## src/rtl/writeback_ctrl.sv

```systemverilog
// Writeback/commit stage: commits results to regfile/CSR, arbitrates interrupts
// against exceptions, and manages WFI sleep, the post-trap flush window and retire count.
`timescale 1ns/1ps
module writeback_ctrl #(
  parameter int XLEN        = 32,
  parameter int NUM_IRQ     = 3,
  parameter int CAUSE_W     = 4,
  parameter logic [NUM_IRQ*CAUSE_W-1:0] IRQ_CAUSES = {4'd11, 4'd7, 4'd3},
  parameter int FLUSH_DEPTH = 3,
  parameter int RETIRE_W    = 64
) (
  input  logic                clk,
  input  logic                rst_n,
  input  logic                in_valid,
  output logic                in_ready,
  input  logic [XLEN-1:0]     pc_in,
  input  logic [XLEN-1:0]     next_pc_in,
  input  logic [XLEN-1:0]     alu_data_in,
  input  logic [XLEN-1:0]     csr_data_in,
  input  logic [XLEN-1:0]     load_data_in,
  input  logic [1:0]          write_select_in,
  input  logic [4:0]          rd_address_in,
  input  logic [11:0]         csr_address_in,
  input  logic                csr_write_in,
  input  logic                mret_in,
  input  logic                wfi_in,
  input  logic                exception_in,
  input  logic [CAUSE_W-1:0]  ecause_in,
  input  logic [NUM_IRQ-1:0]  irq,
  input  logic [NUM_IRQ-1:0]  irq_enable,
  input  logic                global_ie,
  output logic                rd_we,
  output logic [4:0]          rd_address,
  output logic [XLEN-1:0]     rd_data,
  output logic                csr_write,
  output logic [11:0]         csr_address,
  output logic [XLEN-1:0]     csr_data,
  output logic                traped,
  output logic                mret,
  output logic                retired,
  output logic [XLEN-1:0]     ecp,
  output logic [CAUSE_W-1:0]  ecause,
  output logic                interupt,
  output logic                sleeping,
  output logic [RETIRE_W-1:0] retire_count
);

  localparam int CNT_W = $clog2(FLUSH_DEPTH + 1);

  typedef enum logic [1:0] {RUN, SLEEP, FLUSH} state_t;

  state_t             r_state, w_state_nxt;
  logic [CNT_W-1:0]   r_flush_cnt, w_flush_cnt_nxt;
  logic [XLEN-1:0]    r_wake_pc, w_wake_pc_nxt;

  logic [NUM_IRQ-1:0] w_pend;
  logic               w_take_irq;
  logic               w_accept;
  logic [CAUSE_W-1:0] w_irq_cause;
  logic [XLEN-1:0]    w_rd_data;

  logic               w_trap;
  logic               w_trap_irq;
  logic [CAUSE_W-1:0] w_trap_cause;
  logic [XLEN-1:0]    w_trap_pc;
  logic               w_commit;
  logic               w_retire_wfi;

  assign w_pend     = irq & irq_enable;
  assign w_take_irq = global_ie && (|w_pend);
  assign in_ready   = rst_n && (r_state != SLEEP);
  assign w_accept   = in_valid && in_ready;
  assign sleeping   = (r_state == SLEEP);

  // Ascending scan so the highest pending index is the one left standing.
  always_comb begin
    w_irq_cause = '0;
    for (int i = 0; i < NUM_IRQ; i++)
      if (w_pend[i]) w_irq_cause = IRQ_CAUSES[i*CAUSE_W +: CAUSE_W];
  end

  always_comb begin
    unique case (write_select_in)
      2'b00:   w_rd_data = alu_data_in;
      2'b01:   w_rd_data = csr_data_in;
      2'b10:   w_rd_data = load_data_in;
      default: w_rd_data = next_pc_in;
    endcase
  end

  always_comb begin
    w_state_nxt     = r_state;
    w_flush_cnt_nxt = r_flush_cnt;
    w_wake_pc_nxt   = r_wake_pc;
    w_trap          = 1'b0;
    w_trap_irq      = 1'b0;
    w_trap_cause    = w_irq_cause;
    w_trap_pc       = pc_in;
    w_commit        = 1'b0;
    w_retire_wfi    = 1'b0;
    case (r_state)
      RUN: begin
        if (w_accept) begin
          if (w_take_irq) begin
            w_trap     = 1'b1;
            w_trap_irq = 1'b1;
          end else if (exception_in) begin
            w_trap       = 1'b1;
            w_trap_cause = ecause_in;
          end else if (wfi_in) begin
            w_state_nxt   = SLEEP;
            w_wake_pc_nxt = next_pc_in;
          end else begin
            w_commit = 1'b1;
          end
        end
      end
      SLEEP: begin
        if (|w_pend) begin
          if (global_ie) begin
            w_trap     = 1'b1;
            w_trap_irq = 1'b1;
            w_trap_pc  = r_wake_pc;
          end else begin
            w_retire_wfi = 1'b1;
            w_state_nxt  = RUN;
          end
        end
      end
      FLUSH: begin
        if (w_accept) begin
          w_flush_cnt_nxt = r_flush_cnt - CNT_W'(1);
          if (r_flush_cnt == CNT_W'(1)) w_state_nxt = RUN;
        end
      end
      default: w_state_nxt = RUN;
    endcase
    if (w_trap) begin
      w_state_nxt     = FLUSH;
      w_flush_cnt_nxt = CNT_W'(FLUSH_DEPTH);
    end
  end

  always_ff @(posedge clk or negedge rst_n) begin
    if (!rst_n) begin
      r_state     <= RUN;
      r_flush_cnt <= '0;
      r_wake_pc   <= '0;
    end else begin
      r_state     <= w_state_nxt;
      r_flush_cnt <= w_flush_cnt_nxt;
      r_wake_pc   <= w_wake_pc_nxt;
    end
  end

  always_ff @(posedge clk or negedge rst_n) begin
    if (!rst_n) begin
      rd_we        <= 1'b0;
      rd_address   <= '0;
      rd_data      <= '0;
      csr_write    <= 1'b0;
      csr_address  <= '0;
      csr_data     <= '0;
      traped       <= 1'b0;
      mret         <= 1'b0;
      retired      <= 1'b0;
      ecp          <= '0;
      ecause       <= '0;
      interupt     <= 1'b0;
      retire_count <= '0;
    end else begin
      rd_we     <= w_commit && (rd_address_in != 5'd0);
      csr_write <= w_commit && csr_write_in;
      mret      <= w_commit && mret_in;
      traped    <= w_trap;
      retired   <= w_commit || w_retire_wfi;
      if (w_commit || w_retire_wfi) retire_count <= retire_count + RETIRE_W'(1);
      if (w_commit) begin
        rd_address  <= rd_address_in;
        rd_data     <= w_rd_data;
        csr_address <= csr_address_in;
        csr_data    <= alu_data_in;
      end
      if (w_trap) begin
        ecp      <= w_trap_pc;
        ecause   <= w_trap_cause;
        interupt <= w_trap_irq;
      end
    end
  end

endmodule
```

## config.mk

```make
export PLATFORM = sky130hd
export DESIGN_NAME = writeback_ctrl
export DESIGN_NICKNAME = d
export VERILOG_FILES = /design/src/rtl/writeback_ctrl.sv
export SDC_FILE = /design/constraint.sdc
export NUM_CORES = 1
export LEC_CHECK = 0
export CORE_UTILIZATION = 40
export DETAILED_ROUTE_END_ITERATION = 6
export GPL_TIMING_DRIVEN = 0
export PLACE_DENSITY = 0.76
export SLEW_MARGIN = 0
export SYNTH_ARGS = -nofsm -noshare
export SYNTH_HDL_FRONTEND = slang
export SYNTH_SLANG_ARGS = --single-unit
```

## constraint.sdc

```tcl
create_clock -name clk -period 6.4 [get_ports clk]
set_input_delay 1.28 -clock clk [delete_from_list [all_inputs] [get_ports clk]]
set_output_delay 1.28 -clock clk [all_outputs]
set_load 0.02 [all_outputs]
```

==> impl_metrics.py <==
metrics = {
    "status": {
        "status": "finished with violations",
        "violations": "design-rule violations",
    },
    "die": {
        "die_h_um": 162.6,
        "design.die.area_mm2": 0.02643,
        "initial_utilization_pct": 40.83,
        "floorplan.core_area_mm2": 0.02525,
        "number_of_rows_in_the_core_area": 58,
        "floorplan.die.width_um": 162.6,
        "io_pins": 386,
    },
    "synthesis": {
        "syn-cell-area_mm2": 0.01031,
        "synth.area.mux_share_pct": 24.81,
        "synth_simple_gate_area_share_pct": 10.11,
        "synth_compound_gate_area_share_pct": 2.439,
        "share_of_synthesized_area_occupied_by_flip_flops_and_latches_pct": 54.11,
        "ys.warnings.count": 0,
        "synth-xor-area-share_pct": 5.351,
        "cell_variety_after_synth": 41,
        "synth_fa_ha_area_share_pct": 0.2427,
        "synth_seq_cells": 223,
        "combinational_family_with_the_most_area_after_synthesis": "multiplexers",
        "mappedNetlistNets": 985,
        "avgSynthCellArea_um2": 13.12,
        "netlist_instances": 786,
    },
    "worst_setup_path": {
        "timing.critical_path.slowest_cell_delay_ns": 0.64,
        "regToRegStartpoint": "r_state[1]$_DFFE_PN0P_",
        "timing.critical_path.arrival_ns": 3.31,
        "critical_path_required_ns": 5.12,
        "worstSetupEndpoint": "in_ready",
        "regToRegEndpoint": "retire_count[53]$_DFFE_PN0P_",
        "reg2reg_setup_slack_ns": 3.58,
        "cp_max_fo": 104,
        "worstSetupEndpointType": "output pin",
        "slowest_stage": "clkdlybuf4s50_1",
        "reg2reg_depth": 5,
        "worst_path_class_setup": "input port to output pin",
        "timing.critical_path.from_type": "input port",
        "crit_path_cell_trace": "buf_8 > buf_16 > buf_16 > and2_1 > clkdlybuf4s50_1",
        "worst_setup_path_startpoint": "rst_n",
        "critical_path.most_common_cell": "buf_16",
    },
    "detailed_routing": {
        "dr.first_iter.drc_count": 451,
        "detail-route-antenna-nets": 0,
        "postRouteWirelength_mm": 32.33,
        "detail_route.wirelength.met1_mm": 13.07,
        "vias_per_cell": 5.158,
        "drc": 1,
        "firstDrtPassIters": 7,
        "route.top_layer_used": "met4",
        "detailroute.via_count": 7989,
        "detailroute.wirelength.met3_mm": 2.075,
        "met2_wirelength_mm": 16.18,
        "wl_per_cell_um": 20.87,
    },
    "clock_network": {
        "cts.sinks": 223,
        "ctsHtreeMaxLevel": 1,
        "tritoncts": "yes",
        "worst_skew_pair.late_latency_ns": 0.53,
        "hold_buffers": 0,
        "cts.path.max_buffers": 3,
        "clk_root_buffer_cell": "clkbuf_16",
        "cts_resized": 0,
        "cts.repair_timing.setup_buffer_count": 0,
        "path_clk_slew_ns": 0.06,
        "cts_made_buffers": 26,
    },
    "grt": {
        "number_of_antenna_violations_at_the_first_check_in_global_routing": 1,
        "first_pass_grt_wire_length_mm": 48.45,
        "grt_max_degree": 105,
        "grt_remaining_overflow": 0,
        "gr-usage-all-layers_pct": 24.00,
        "grt_pass1_vias": 8141,
    },
    "power_and_ir_drop": {
        "post-layout-total-power_w": 0.005901,
        "power_per_cell_area_mw_per_mm2": 379.3,
        "p_leak_nw": 6.843,
        "vdd_ir_drop_max_uv": 221.3,
    },
    "timing": {
        "fmax_ghz": 0.2180,
        "rsz0062_at_grt": "false",
        "slew_headroom_pct": 22.62,
        "finalCriticalPeriod_ns": 4.587,
        "timing.final.crit_share_pct": 71.67,
        "fin_worst_skew_ns": 0.01486,
        "timing.final.hold_violations": 0,
        "timing_worst_slew_pin_value_ns": 1.150,
        "report.final.slew_viol_count": 0,
        "setup_violations": 0,
    },
    "finish": {
        "final_net_count": 1398,
        "area.growth.synth_to_final_pct": 50.86,
        "num-fill-cells": 2000,
        "post_route_cells_drive_above_1_share_pct": 17.57,
        "post_layout_utilization_of_the_core_pct": 61.60,
        "finalInstanceArea_mm2": 0.01556,
        "multi_input_area_mm2": 0.004429,
        "final_common_cell": "clkdlybuf4s50_1",
        "layout.area.seq_mm2": 0.005580,
        "final_cell_mix": "clkdlybuf4s50_1, dfrtp_1, nand2_1",
    },
    "place": {
        "dp.final_hpwl_mm": 24.22,
        "port_buffers": 383,
        "gpl.final_weighted_congestion": 0.8168,
        "placed_cell_area_mm2": 0.01462,
    },
    "job": {
        "max-cap-violations": 0,
    },
    "worst_hold_path": {
        "timing.hold.worst.class": "flip-flop to flip-flop",
    },
}
==> cell type report <==
class,instances,share of cell area [%]
diodes,1,0.01608
clock buffers,37,5.035
repair buffers,385,25.03
clock inverters,10,0.9812
flip-flops and latches,223,35.87
plain buffers,39,1.343
inverters,25,0.6032
multi-input cells,499,28.47
well taps,330,2.654
==> metal layers <==
layer	up-vias	global-route usage [%]
met5	-	0
met4	0	8.114
met3	67	4.507
met2	283	41.47
met1	4010	30.14
li1	3629	-
==> report_power, final <==
part / internal [W] / total, W / switching [W] / leakage (nW)
combinational: 0.00118 / 0.00214 / 0.000958 / 3.59
sequential: 0.00189 / 0.00216 / 0.000276 / 2.79
clock: 0.00101 / 0.00160 / 0.000593 / 0.463
total: 0.00407 / 0.00590 / 0.00183 / 6.84
==> cell families (layout without fill, tap and decap cells) <==
family | count (synthesis) | after routing
flip-flops | 223 | 223
AND/OR/NAND/NOR | 206 | 206
multiplexers | 180 | 180
buffers and inverters | 64 | 496
XOR/XNOR | 63 | 63
AO/OA/AOI/OAI | 48 | 48
adder cells (fa/ha/maj) | 2 | 2
other | 0 | 1
==> critical path, delay by kind of cell <==
family	cells	cell delay (ns)
AND/OR/NAND/NOR	1	0.20
buffers and inverters	4	1.73
==> per-stage QoR <==
stage / cells / hold slack [ns] / TNS, ns / setup slack [ns]
5_1_grt: 1549 / 0.4960 / 0 / 1.556
6_report: 1549 / 0.4776 / 0 / 1.813
3_5_place_dp: 1501 / 0.4697 / 0 / 1.523
2_1_floorplan: 786 / 0.4792 / 0 / 3.222
3_3_place_gp: 1499 / 0.4593 / -2585.88 / -6.506
4_1_cts: 1548 / 0.4828 / 0 / 1.653
==> sequential cells by signal, indices dropped and copies added, names as in the netlist <==
signal	count
traped	1
mret	1
csr_write	1
r_state	2
interupt	1
ecause	4
rd_address	5
rd_data	32
rd_we	1
r_wake_pc	32
csr_data	32
retire_count	64
csr_address	12
retired	1
ecp	32
r_flush_cnt	2
==> cell usage after synthesis <==
| library cell | number | area share, % |
|---|---|---|
| nor2b_1 | 3 | 0.18 |
| nand4b_1 | 2 | 0.17 |
| or3_1 | 1 | 0.061 |
| o32ai_1 | 1 | 0.085 |
| mux4_2 | 32 | 7.0 |
| nand3_1 | 23 | 1.1 |
| a222oi_1 | 1 | 0.097 |
| or2_0 | 1 | 0.061 |
| nand3_2 | 1 | 0.097 |
| ha_1 | 2 | 0.24 |
| clkbuf_1 | 21 | 0.76 |
| or4_4 | 1 | 0.11 |
| buf_2 | 8 | 0.39 |
| and2_1 | 6 | 0.36 |
| mux2i_1 | 34 | 3.3 |
| o21ai_0 | 38 | 1.8 |
| and3_1 | 2 | 0.12 |
| a31oi_1 | 1 | 0.061 |
| nor2_1 | 27 | 0.98 |
| or2_2 | 3 | 0.18 |
| a21oi_1 | 6 | 0.29 |
| buf_1 | 3 | 0.11 |
| nand4bb_1 | 1 | 0.11 |
| dfrtp_1 | 223 | 54 |
| nor3_1 | 24 | 1.2 |
| mux2_2 | 57 | 6.2 |
| nand2b_1 | 2 | 0.12 |
| nand2_1 | 61 | 2.2 |
| mux2_4 | 57 | 8.3 |
| inv_1 | 25 | 0.91 |
| nand3b_1 | 1 | 0.073 |
| nor3b_1 | 2 | 0.15 |
| xor2_1 | 41 | 3.5 |
| nor4_1 | 25 | 1.5 |
| o22ai_1 | 1 | 0.061 |
| nand4_1 | 17 | 1.0 |
| nor4b_1 | 1 | 0.085 |
| buf_6 | 7 | 0.76 |
| nor4_2 | 1 | 0.12 |
| or4_1 | 1 | 0.073 |
| xnor2_1 | 22 | 1.9 |
==> worst min path at each step <==
| stage | startpoint | endpoint | slack [ns] | cells past startpoint |
|---|---|---|---|---|
| 2_1_floorplan | r_wake_pc[10]$_DFFE_PN0P_ | r_wake_pc[10]$_DFFE_PN0P_ | 0.48 | 1 |
| 3_3_place_gp | retire_count[63]$_DFFE_PN0P_ | retire_count[63]$_DFFE_PN0P_ | 0.46 | 1 |
| 3_5_place_dp | ecp[20]$_DFFE_PN0P_ | ecp[20]$_DFFE_PN0P_ | 0.47 | 2 |
| 4_1_cts | ecp[20]$_DFFE_PN0P_ | ecp[20]$_DFFE_PN0P_ | 0.48 | 2 |
| 5_1_grt | ecp[20]$_DFFE_PN0P_ | ecp[20]$_DFFE_PN0P_ | 0.50 | 2 |
| 6_report | ecp[25]$_DFFE_PN0P_ | ecp[25]$_DFFE_PN0P_ | 0.48 | 2 |
(Power assumes the default switching activity.)
